--- config.mk ---
export PLATFORM = sky130hd
export DESIGN_NAME = ipacket_decode_queue
export DESIGN_NICKNAME = d
export VERILOG_FILES = /design/src/rtl/lc3b_types.sv /design/src/rtl/ipacket_decoder.sv /design/src/rtl/ipacket_decode_queue.sv
export SDC_FILE = /design/constraint.sdc
export NUM_CORES = 1
export LEC_CHECK = 0
export CORE_ASPECT_RATIO = 1.5
export CORE_MARGIN = 10
export CORE_UTILIZATION = 55
export CTS_CLUSTER_DIAMETER = 30
export DETAILED_ROUTE_END_ITERATION = 8
export HOLD_SLACK_MARGIN = 0.06
export PLACE_DENSITY = 0.85
export REMOVE_ABC_BUFFERS = 1
export SLEW_MARGIN = 25
export SYNTH_ARGS = -nofsm -noshare
export SYNTH_HDL_FRONTEND = slang
export SYNTH_SLANG_ARGS = --single-unit
--- constraint.sdc ---
create_clock -name clk -period 4.7 [get_ports clk]
set_input_delay 0.94 -clock clk [delete_from_list [all_inputs] [get_ports clk]]
set_output_delay 0.94 -clock clk [all_outputs]
set_load 0.01 [all_outputs]
--- src/rtl/lc3b_types.sv ---
// Shared LC-3b types: machine word, opcode and ALU encodings, and the
// decoded instruction packet handed from IF to ID.
package lc3b_types;

  typedef logic [15:0] lc3b_word;

  typedef enum logic [3:0] {
    op_br   = 4'b0000,
    op_add  = 4'b0001,
    op_ldb  = 4'b0010,
    op_stb  = 4'b0011,
    op_jsr  = 4'b0100,
    op_and  = 4'b0101,
    op_ldr  = 4'b0110,
    op_str  = 4'b0111,
    op_rti  = 4'b1000,
    op_not  = 4'b1001,
    op_ldi  = 4'b1010,
    op_sti  = 4'b1011,
    op_jmp  = 4'b1100,
    op_shf  = 4'b1101,
    op_lea  = 4'b1110,
    op_trap = 4'b1111
  } lc3b_opcode;

  typedef enum logic [2:0] {
    alu_add,
    alu_and,
    alu_not,
    alu_pass,
    alu_sll,
    alu_srl,
    alu_sra
  } lc3b_aluop;

  typedef struct packed {
    lc3b_opcode opcode;
    lc3b_word   pc;
    lc3b_word   inst;
    logic [2:0] dr_sr;
    logic [2:0] nzp;
    logic [2:0] sr1;
    logic [2:0] sr2;
    lc3b_aluop  aluop;
    logic       alumux_sel;
    logic       load_cc;
    logic       cc_mux_sel;
    logic       load_regfile;
    logic [1:0] pcmux_sel;
    logic       regfile_mux_sel;
    logic       byte_op;
    logic       mem_read;
    logic       mem_write;
    logic       sr2_mux_sel;
    logic       wdatamux_sel;
  } lc3b_ipacket;

endpackage

--- src/rtl/ipacket_decoder.sv ---
// Combinational LC-3b decode table: instruction word and PC in, control
// packet and illegal-opcode flag out. RTI is optionally trapped to a NOP.
module ipacket_decoder
  import lc3b_types::*;
#(
  parameter bit FLAG_ILLEGAL = 1'b1
) (
  input  lc3b_word    inst,
  input  lc3b_word    pc,
  output lc3b_ipacket ipacket,
  output logic        illegal
);

  // Build the default packet, then apply the per-opcode overrides.
  always_comb begin
    // NOTE: every output gets a value before the case so no path can leave it unassigned and infer a latch.
    ipacket        = '0;
    illegal        = 1'b0;
    ipacket.opcode = lc3b_opcode'(inst[15:12]);
    ipacket.pc     = pc;
    ipacket.inst   = inst;
    ipacket.dr_sr  = inst[11:9];
    ipacket.nzp    = inst[11:9];
    ipacket.sr1    = inst[8:6];
    ipacket.sr2    = inst[2:0];
    ipacket.aluop  = alu_pass;

    unique case (lc3b_opcode'(inst[15:12]))
      op_add, op_and: begin
        ipacket.aluop        = (inst[15:12] == op_add) ? alu_add : alu_and;
        ipacket.alumux_sel   = inst[5];
        ipacket.load_cc      = 1'b1;
        ipacket.cc_mux_sel   = 1'b1;
        ipacket.load_regfile = 1'b1;
      end
      op_not: begin
        ipacket.aluop        = alu_not;
        ipacket.load_cc      = 1'b1;
        ipacket.cc_mux_sel   = 1'b1;
        ipacket.load_regfile = 1'b1;
      end
      op_shf: begin
        ipacket.load_cc      = 1'b1;
        ipacket.cc_mux_sel   = 1'b1;
        ipacket.load_regfile = 1'b1;
        if (!inst[4])     ipacket.aluop = alu_sll;
        else if (!inst[5]) ipacket.aluop = alu_srl;
        else              ipacket.aluop = alu_sra;
      end
      op_br: ipacket.pcmux_sel = 2'b10;
      op_jmp: begin
        ipacket.pcmux_sel  = 2'b01;
        ipacket.alumux_sel = 1'b1;
      end
      op_jsr: begin
        ipacket.load_regfile    = 1'b1;
        ipacket.dr_sr           = 3'b111;
        ipacket.regfile_mux_sel = 1'b1;
        ipacket.pcmux_sel       = inst[11] ? 2'b10 : 2'b01;
      end
      op_ldb, op_ldr, op_ldi: begin
        ipacket.byte_op      = (inst[15:12] == op_ldb);
        ipacket.aluop        = alu_add;
        ipacket.alumux_sel   = 1'b1;
        ipacket.mem_read     = 1'b1;
        ipacket.load_regfile = 1'b1;
        ipacket.load_cc      = 1'b1;
      end
      op_lea: begin
        ipacket.load_regfile = 1'b1;
        ipacket.wdatamux_sel = 1'b1;
        ipacket.load_cc      = 1'b1;
        ipacket.cc_mux_sel   = 1'b1;
      end
      op_stb, op_str, op_sti: begin
        ipacket.byte_op     = (inst[15:12] == op_stb);
        ipacket.aluop       = alu_add;
        ipacket.alumux_sel  = 1'b1;
        ipacket.mem_write   = 1'b1;
        ipacket.sr2_mux_sel = 1'b1;
      end
      op_trap: begin
        ipacket.load_regfile    = 1'b1;
        ipacket.dr_sr           = 3'b111;
        ipacket.regfile_mux_sel = 1'b1;
        ipacket.mem_read        = 1'b1;
      end
      op_rti: begin
        // Trapped RTI keeps only its identity fields; every control is zero.
        if (FLAG_ILLEGAL) begin
          ipacket        = '0;
          ipacket.opcode = op_rti;
          ipacket.pc     = pc;
          ipacket.inst   = inst;
          illegal        = 1'b1;
        end
      end
      default: ;
    endcase
  end

endmodule

--- src/rtl/ipacket_decode_queue.sv ---
// IF->ID decode queue: instructions are decoded on the way in and the
// resulting packets held in a DEPTH-entry FIFO. Flush empties it at once.
module ipacket_decode_queue
  import lc3b_types::*;
#(
  parameter int DEPTH        = 4,
  parameter bit FLAG_ILLEGAL = 1'b1
) (
  input  logic                       clk,
  input  logic                       rst,
  input  logic                       in_valid,
  output logic                       in_ready,
  input  lc3b_word                   in_inst,
  input  lc3b_word                   in_pc,
  input  logic                       flush,
  output logic                       out_valid,
  input  logic                       out_ready,
  output lc3b_ipacket                out_ipacket,
  output logic                       out_illegal,
  output logic [$clog2(DEPTH+1)-1:0] count
);

  localparam int PW = $clog2(DEPTH);
  localparam int CW = $clog2(DEPTH + 1);
  localparam logic [CW-1:0] FULL = CW'(DEPTH);

  logic [PW-1:0] wr_ptr;
  logic [PW-1:0] rd_ptr;
  lc3b_ipacket   pkt_mem [DEPTH];
  logic [DEPTH-1:0] ill_mem;
  lc3b_ipacket   dec_pkt;
  logic          dec_ill;
  logic          enq;
  logic          deq;

  ipacket_decoder #(
    .FLAG_ILLEGAL(FLAG_ILLEGAL)
  ) u_decoder (
    .inst   (in_inst),
    .pc     (in_pc),
    .ipacket(dec_pkt),
    .illegal(dec_ill)
  );

  // Handshake: ready comes from the registered count only, never from out_ready.
  assign in_ready  = (count != FULL);
  assign out_valid = (count != '0);
  assign enq       = in_valid & in_ready;
  assign deq       = out_valid & out_ready;

  // Head view; forced to zero when empty so stale storage never shows.
  assign out_ipacket = out_valid ? pkt_mem[rd_ptr] : '0;
  assign out_illegal = out_valid & ill_mem[rd_ptr];

  // Storage write of the decoded packet at enqueue.
  // NOTE: storage has no reset; pointers and count alone define which entries are live.
  always_ff @(posedge clk) begin
    if (enq && !flush) begin
      pkt_mem[wr_ptr] <= dec_pkt;
      ill_mem[wr_ptr] <= dec_ill;
    end
  end

  // Pointer and occupancy update; flush overrides any enqueue or dequeue.
  // NOTE: non-blocking assignments here so every register samples pre-edge values regardless of statement order.
  always_ff @(posedge clk or posedge rst) begin
    if (rst) begin
      wr_ptr <= '0;
      rd_ptr <= '0;
      count  <= '0;
    end else if (flush) begin
      wr_ptr <= '0;
      rd_ptr <= '0;
      count  <= '0;
    end else begin
      if (enq) wr_ptr <= wr_ptr + PW'(1);
      if (deq) rd_ptr <= rd_ptr + PW'(1);
      unique case ({enq, deq})
        2'b10:   count <= count + CW'(1);
        2'b01:   count <= count - CW'(1);
        default: count <= count;
      endcase
    end
  end

endmodule
* Yosys cells after proc, flatten, opt, wreduce, memory -nomap -nowiden
Memory sizes are Yosys's and may differ from the RTL's.
Index checks and enable logic that the tools add are counted.
** Word-level totals
- Register bits after elaboration :: 11
- RAM bits :: 252
- Input bits :: 37
- Output and inout bits :: 69
- Logic and storage cells :: 84
- Memories kept :: 1
** Memories
- pkt_mem :: depth 4, width 63, read ports 1, clocked after memory_dff 0, wr ports 1, RTL line ipacket_decode_queue.sv:29 : lc3b_ipacket pkt_mem [DEPTH];
** Operators by class
- $add $sub $neg :: 4
- Order comparisons :: 3
- Equality and inequality tests :: 18
- Mux-type cells :: 33
- Bitwise logic cells :: 3
- Reductions and logical operators :: 18
** Operator list (number)
- two-way mux 63 bit :: 1
- two-way mux 36 bit :: 1
- equality test 4 bit (second input constant) :: 8
- equality test 4 x 3 -> 1 bit (second input constant) :: 4
- two-way mux 2 bit :: 8
- OR reduction 7 bit :: 2
- two-way mux 1 bit :: 12
- case mux 3 bit (2 select lines) :: 2
- case mux 3 bit (4 select lines) :: 1
- OR reduction 10 bit :: 1
- two-way mux 9 bit :: 1
- equality test 4 x 2 -> 1 bit (second input constant) :: 2
- OR reduction 8 bit :: 1
- < comparator 2 x 3 -> 1 bit (second input constant) :: 2
- case mux 2 bit (3 select lines) :: 1
- nonzero test 3 bit :: 2
- OR reduction 3 bit :: 2
- OR reduction 5 bit :: 1
- adder 2 x 1 -> 2 bit (second input constant) :: 2
- bitwise mux 4 bit :: 1
- equality test 4 x 1 -> 1 bit (second input constant) :: 1
- zero test 4 bit :: 1
- case mux 1 bit (2 select lines) :: 2
- nonzero test 2 bit :: 2
- 14 further kinds :: 18

* Longest topological paths before layout
- Depth in word-level cells :: 5
- Depth in mapped cells :: 8

* By module
Synthesis repeated with hierarchy kept, for this count alone.
** Unflattened totals
- Cell total of the unflattened synthesis :: 566
- Area, all modules :: 10831.6 um^2
** By module, submodules not included
- ipacket_decode_queue :: instances 1, cells an instance 469, area an instance 10192.3 um^2, seq. area each 7862.5 um^2
- ipacket_decoder :: instances 1, cells an instance 97, area an instance 639.4 um^2, seq. area each 0.0 um^2

* Worst setup path before layout
Ideal clock, no wire load.
- Kind :: input port to flip-flop
- Start :: in in_valid
- End :: reg ill_mem[0], enable pin
- Arrival time :: 2.968 ns
- Data required time :: 4.272 ns
- Path slack :: 1.304 ns
- Stages on the path :: 4
- Path buffers :: 1
- Path through :: buf_2 > inv_1 > nor3_1 > and2_1
** Between the ends
- Longest elaborated chain between the ends :: 2
** Ends and longest elaborated chain
- from (decl) :: RTL line ipacket_decode_queue.sv:11 : input logic in_valid,
- bitwise AND 1 bit :: RTL line ipacket_decode_queue.sv:48 : assign enq = in_valid & in_ready;
- logical AND 1 bit :: RTL line ipacket_decode_queue.sv:58 : if (enq && !flush) begin
- to (signal, indexed assignment) :: RTL line ipacket_decode_queue.sv:60 : ill_mem[wr_ptr] <= dec_ill;
- to (decl) :: RTL line ipacket_decode_queue.sv:30 : logic [DEPTH-1:0] ill_mem;
No other way between the ends.
A chain may end at the register's enable or synchronous reset.

==> key figures <==
Outcome
  – Outcome: finished clean

Worst setup path
  – R2R depth: 6
  – Cell Chain, Critical Path: buf_4, mux4_2, and2_1, clkdlybuf4s50_1
  – CP required: between 3 and 4 ns
  – Crit Path Class: reg -> out
  – RR Startpoint: count[0]$_DFFE_PP0P_
  – Critical Path Source: rd_ptr[0]$_DFFE_PP0P_
  – Sum of buffers and inverters on the critical path: 2
  – Reg-to-reg endpoint: count[2]$_DFFE_PP0P_
  – Worst setup EP type: output port
  – Launching element type of the critical path: register
  – CP top delay family: buffers and inverters
  – Worst path slowest cell: dfrtp_4
  – Data arrival, critical path: 2.98 ns
  – Biggest cell delay along the critical path: approximately 0.74 ns
  – Reg2reg setup slack: 1.94 ns
  – Max FO, Critical Path: 22

CTS
  – Hold Buf Count CTS: 0
  – CTS Root Cell: clkbuf_16
  – CTS Buffer Depth: 3
  – Post-CTS sizing: 0
  – H-tree levels: 1
  – CTS tree: built
  – Postcts setup bufs: 0
  – Sink Count: 259
  – Reg clk slew, reported paths: 0.06 ns
  – Clock latency on the worst-skew pair: between 0.5 and 0.6 ns
  – Num CTS Buffers: 30

Global route
  – Grt total ovfl: 0
  – Initial antenna violation count: 0
  – Vias in the first global route: between 5000 and 6000
  – First-pass GRT wire length: 33050 microns
  – GRT Resource Usage Total: about 17%
  – Largest net degree at the start of global routing: 66

Routing
  – DRC viols: 0
  – DRT antenna net count: 0
  – Initial DRC count: around 500
  – Vias: approximately 5200
  – Wire per inst: 23.31 microns
  – Final WL: 21070 microns
  – First-pass detailed-route iteration total: 5
  – DR vias/cell: 5.789

Timing
  – Hold Vio Cnt, Final: 0
  – Setup ws final: between 0.7 and 0.8 ns
  – Relative slew slack: 35.98%
  – Hold Slack: 0.6070 ns
  – Setup TNS: 0 ns
  – Period utilization: 83.39%
  – Max Fclk: 255.2 MHz
  – Setup violators final: 0
  – Unrepaired setup endpoints after global routing: no
  – Actual slew at the worst max-slew pin: ~0.96 ns
  – Slew Viols, Final: 0
  – Minimum clock period: 3.919 ns
  – Clock skew: 0.01207 ns

Worst hold path
  – Hold Path Cell Cnt: 2
  – Hold Path Origin: wr_ptr[0]$_DFFE_PP0P_
  – Hold WC Path Type: reg -> reg
  – Hold EP: wr_ptr[0]$_DFFE_PP0P_

Synth
  – Gate Count Post-Synth: 528
  – Largest family of logic cells by synthesized area: multiplexers
  – Post-synth top area share: 72.64%
  – Sequential-to-total area share from yosys stat: 74.32%
  – Ranking of synthesized cells by area: edfxtp_1, mux4_2, and2_1, dfrtp_1, buf_6
  – Synth Area in Adders: less than 1%
  – Synthesized area per cell: ~20 sq um
  – Seq cells post-synth: 259
  – Synth Area in Simple Gates: 6.690%
  – Synth Warn #: 0
  – Post-Synth XOR/XNOR Area: 0.4204%
  – Post-synthesis mux area share: 13.62%
  – Synth Area in Compound Gates: 1.802%
  – Leading area contributor after synthesis: edfxtp_1
  – Post-Syn Area: between 10000 and 15000 sq um
  – Netlist cell types: 42

Placed design
  – Placed insts: approximately 850
  – RD Place Congestion: 0.7481
  – Dpl hpwl: 11700 microns
  – PortBufs: 105
  – Place WS: approximately 1.2 ns

Finish
  – Final non-filler cell total: 904
  – Layout area overhead: 21.63%
  – Share of cells above drive strength 1: 19.17%
  – N_diodes: 0
  – # fillers: about 1200
  – # nets final: between 600 and 700

Floorplan
  – Die Span Y: 188.6 microns
  – Ports: about 110
  – Core Area: 18620 sq um
  – Die width: approximately 130 microns
  – # rows: just over 60
  – Area of the die: 24960 sq um
  – Starting Density: ~56%

Pwr
  – Switching share of power: 23.70%
  – PnR Total Power: 6.187 mW
  – Worst-case vdd ir drop: approximately 0.00031 V
  – NetSw: 1.467 mW
  – Comb power frac: 17.6%
  – Power Internal: 4.721 mW
  – Clk pwr share: 38.6%
  – Reg power frac: 43.8%
  – Leakage power: 4.080 nW
  – Pwr Density: roughly 500 nW/um^2

Run
  – Max cap viols: 0
==> worst reg2reg max path, cell delays in order (launching register included) <==
cell and delay [ns]:
dfrtp_1 0.55, or3_4 0.66, and3b_1 0.29, fa_1 0.42
nand2b_1 0.18, or4_1 0.42, a31oi_1 0.18
==> registers in the layout, indices dropped and copies added, names as in the netlist <==
name / count
pkt_mem: 248
rd_ptr: 2
ill_mem: 4
count: 3
wr_ptr: 2
==> cell families after synthesis <==
family                   Yosys count
multiplexers                      63
buffers and inverters             48
adder cells (fa/ha/maj)            5
flip-flops                       259
XOR/XNOR                           5
AO/OA/AOI/OAI                     30
AND/OR/NAND/NOR                  118
==> cell usage in the layout, fill, tap and decap left out, types with 2 or more instances in the layout <==
master,count
mux4_2,63
inv_1,11
clkdlybuf4s50_1,105
clkinv_4,4
and2_1,63
clkbuf_16,31
dfrtp_4,2
buf_4,2
nand2_1,5
xor2_1,2
a2111oi_0,2
nor2_1,14
dfrtp_1,5
and3_1,2
edfxtp_1,252
a21oi_1,6
xnor2_1,3
ha_1,4
nor2b_1,7
bufinv_16,5
clkinvlp_4,3
nand3b_1,3
o211ai_1,2
and2_4,4
nand3_1,4
clkinv_2,2
inv_6,3
nand2b_1,4
nor3_1,3
o21ai_0,10
a31oi_1,3
o31ai_1,2
clkinv_1,4
==> final cells by class <==
class | count | area (sq um) | share of cell area, %
clock buffers | 31 | 775.7 | 6.122
clock inverters | 22 | 270.3 | 2.133
inverters | 11 | 41.29 | 0.3259
multi-input cells | 221 | 2432 | 19.20
flip-flops and latches | 259 | 7750 | 61.16
well taps | 252 | 315.3 | 2.488
repair buffers | 108 | 1086 | 8.571
==> through the flow <==
stage,instance area (sq um),util (%)
after global placement,11620,62.40
after floorplan,10200,-
after CTS,12670,68.02
after detailed placement,11620,62.40
final,12670,68.04
after global routing,12670,68.04
==> cell usage after synthesis <==
library cell	number
a2111oi_0	2
a211oi_1	1
a21oi_1	6
a221oi_1	1
a31o_2	1
a31oi_1	3
and2_1	67
and3_1	2
and3b_1	1
buf_1	1
buf_2	13
buf_4	2
buf_6	7
clkbuf_1	13
clkbuf_2	1
dfrtp_1	7
edfxtp_1	252
fa_1	1
ha_1	4
inv_1	11
mux4_2	63
nand2_1	5
nand2b_1	4
nand3_1	4
nand3b_1	3
nor2_1	14
nor2_2	1
nor2b_1	7
nor3_1	3
nor3b_1	1
nor4bb_1	1
o211ai_1	2
o21a_1	1
o21ai_0	10
o311ai_0	1
o31ai_1	2
or2_2	1
or3_1	2
or3b_1	1
or4_1	1
xnor2_1	3
xor2_1	2
==> power groups by stage <==
stage | clock (mW) | combinational (mW) | sequential [mW]
3_5_place_dp | 0 | 1.11 | 2.76
6_report | 2.39 | 1.09 | 2.71
3_3_place_gp | 0 | 1.08 | 2.75
4_1_cts | 2.41 | 1.12 | 2.71
2_1_floorplan | 0 | 0.548 | 2.77
5_1_grt | 2.50 | 1.18 | 2.72
==> worst max-delay path by stage <==
stage / endpoint / slack, ns / cells after the start
final: out_ipacket[23] / 0.78 / 4
after CTS: out_ipacket[6] / 0.71 / 4
after global placement: pkt_mem[2][53]$_DFFE_PP_ / 1.29 / 4
after floorplan: out_ipacket[1] / 0.33 / 2
after detailed placement: pkt_mem[1][53]$_DFFE_PP_ / 1.17 / 4
after global routing: out_ipacket[6] / 0.60 / 4
==> per-layer routing <==
metal	GRT usage (%)	wire, microns
met1	20.49	7913
met2	29.11	11280
met3	2.689	1241
met4	7.003	637
met5	0	0
(Power assumes the default switching activity.)
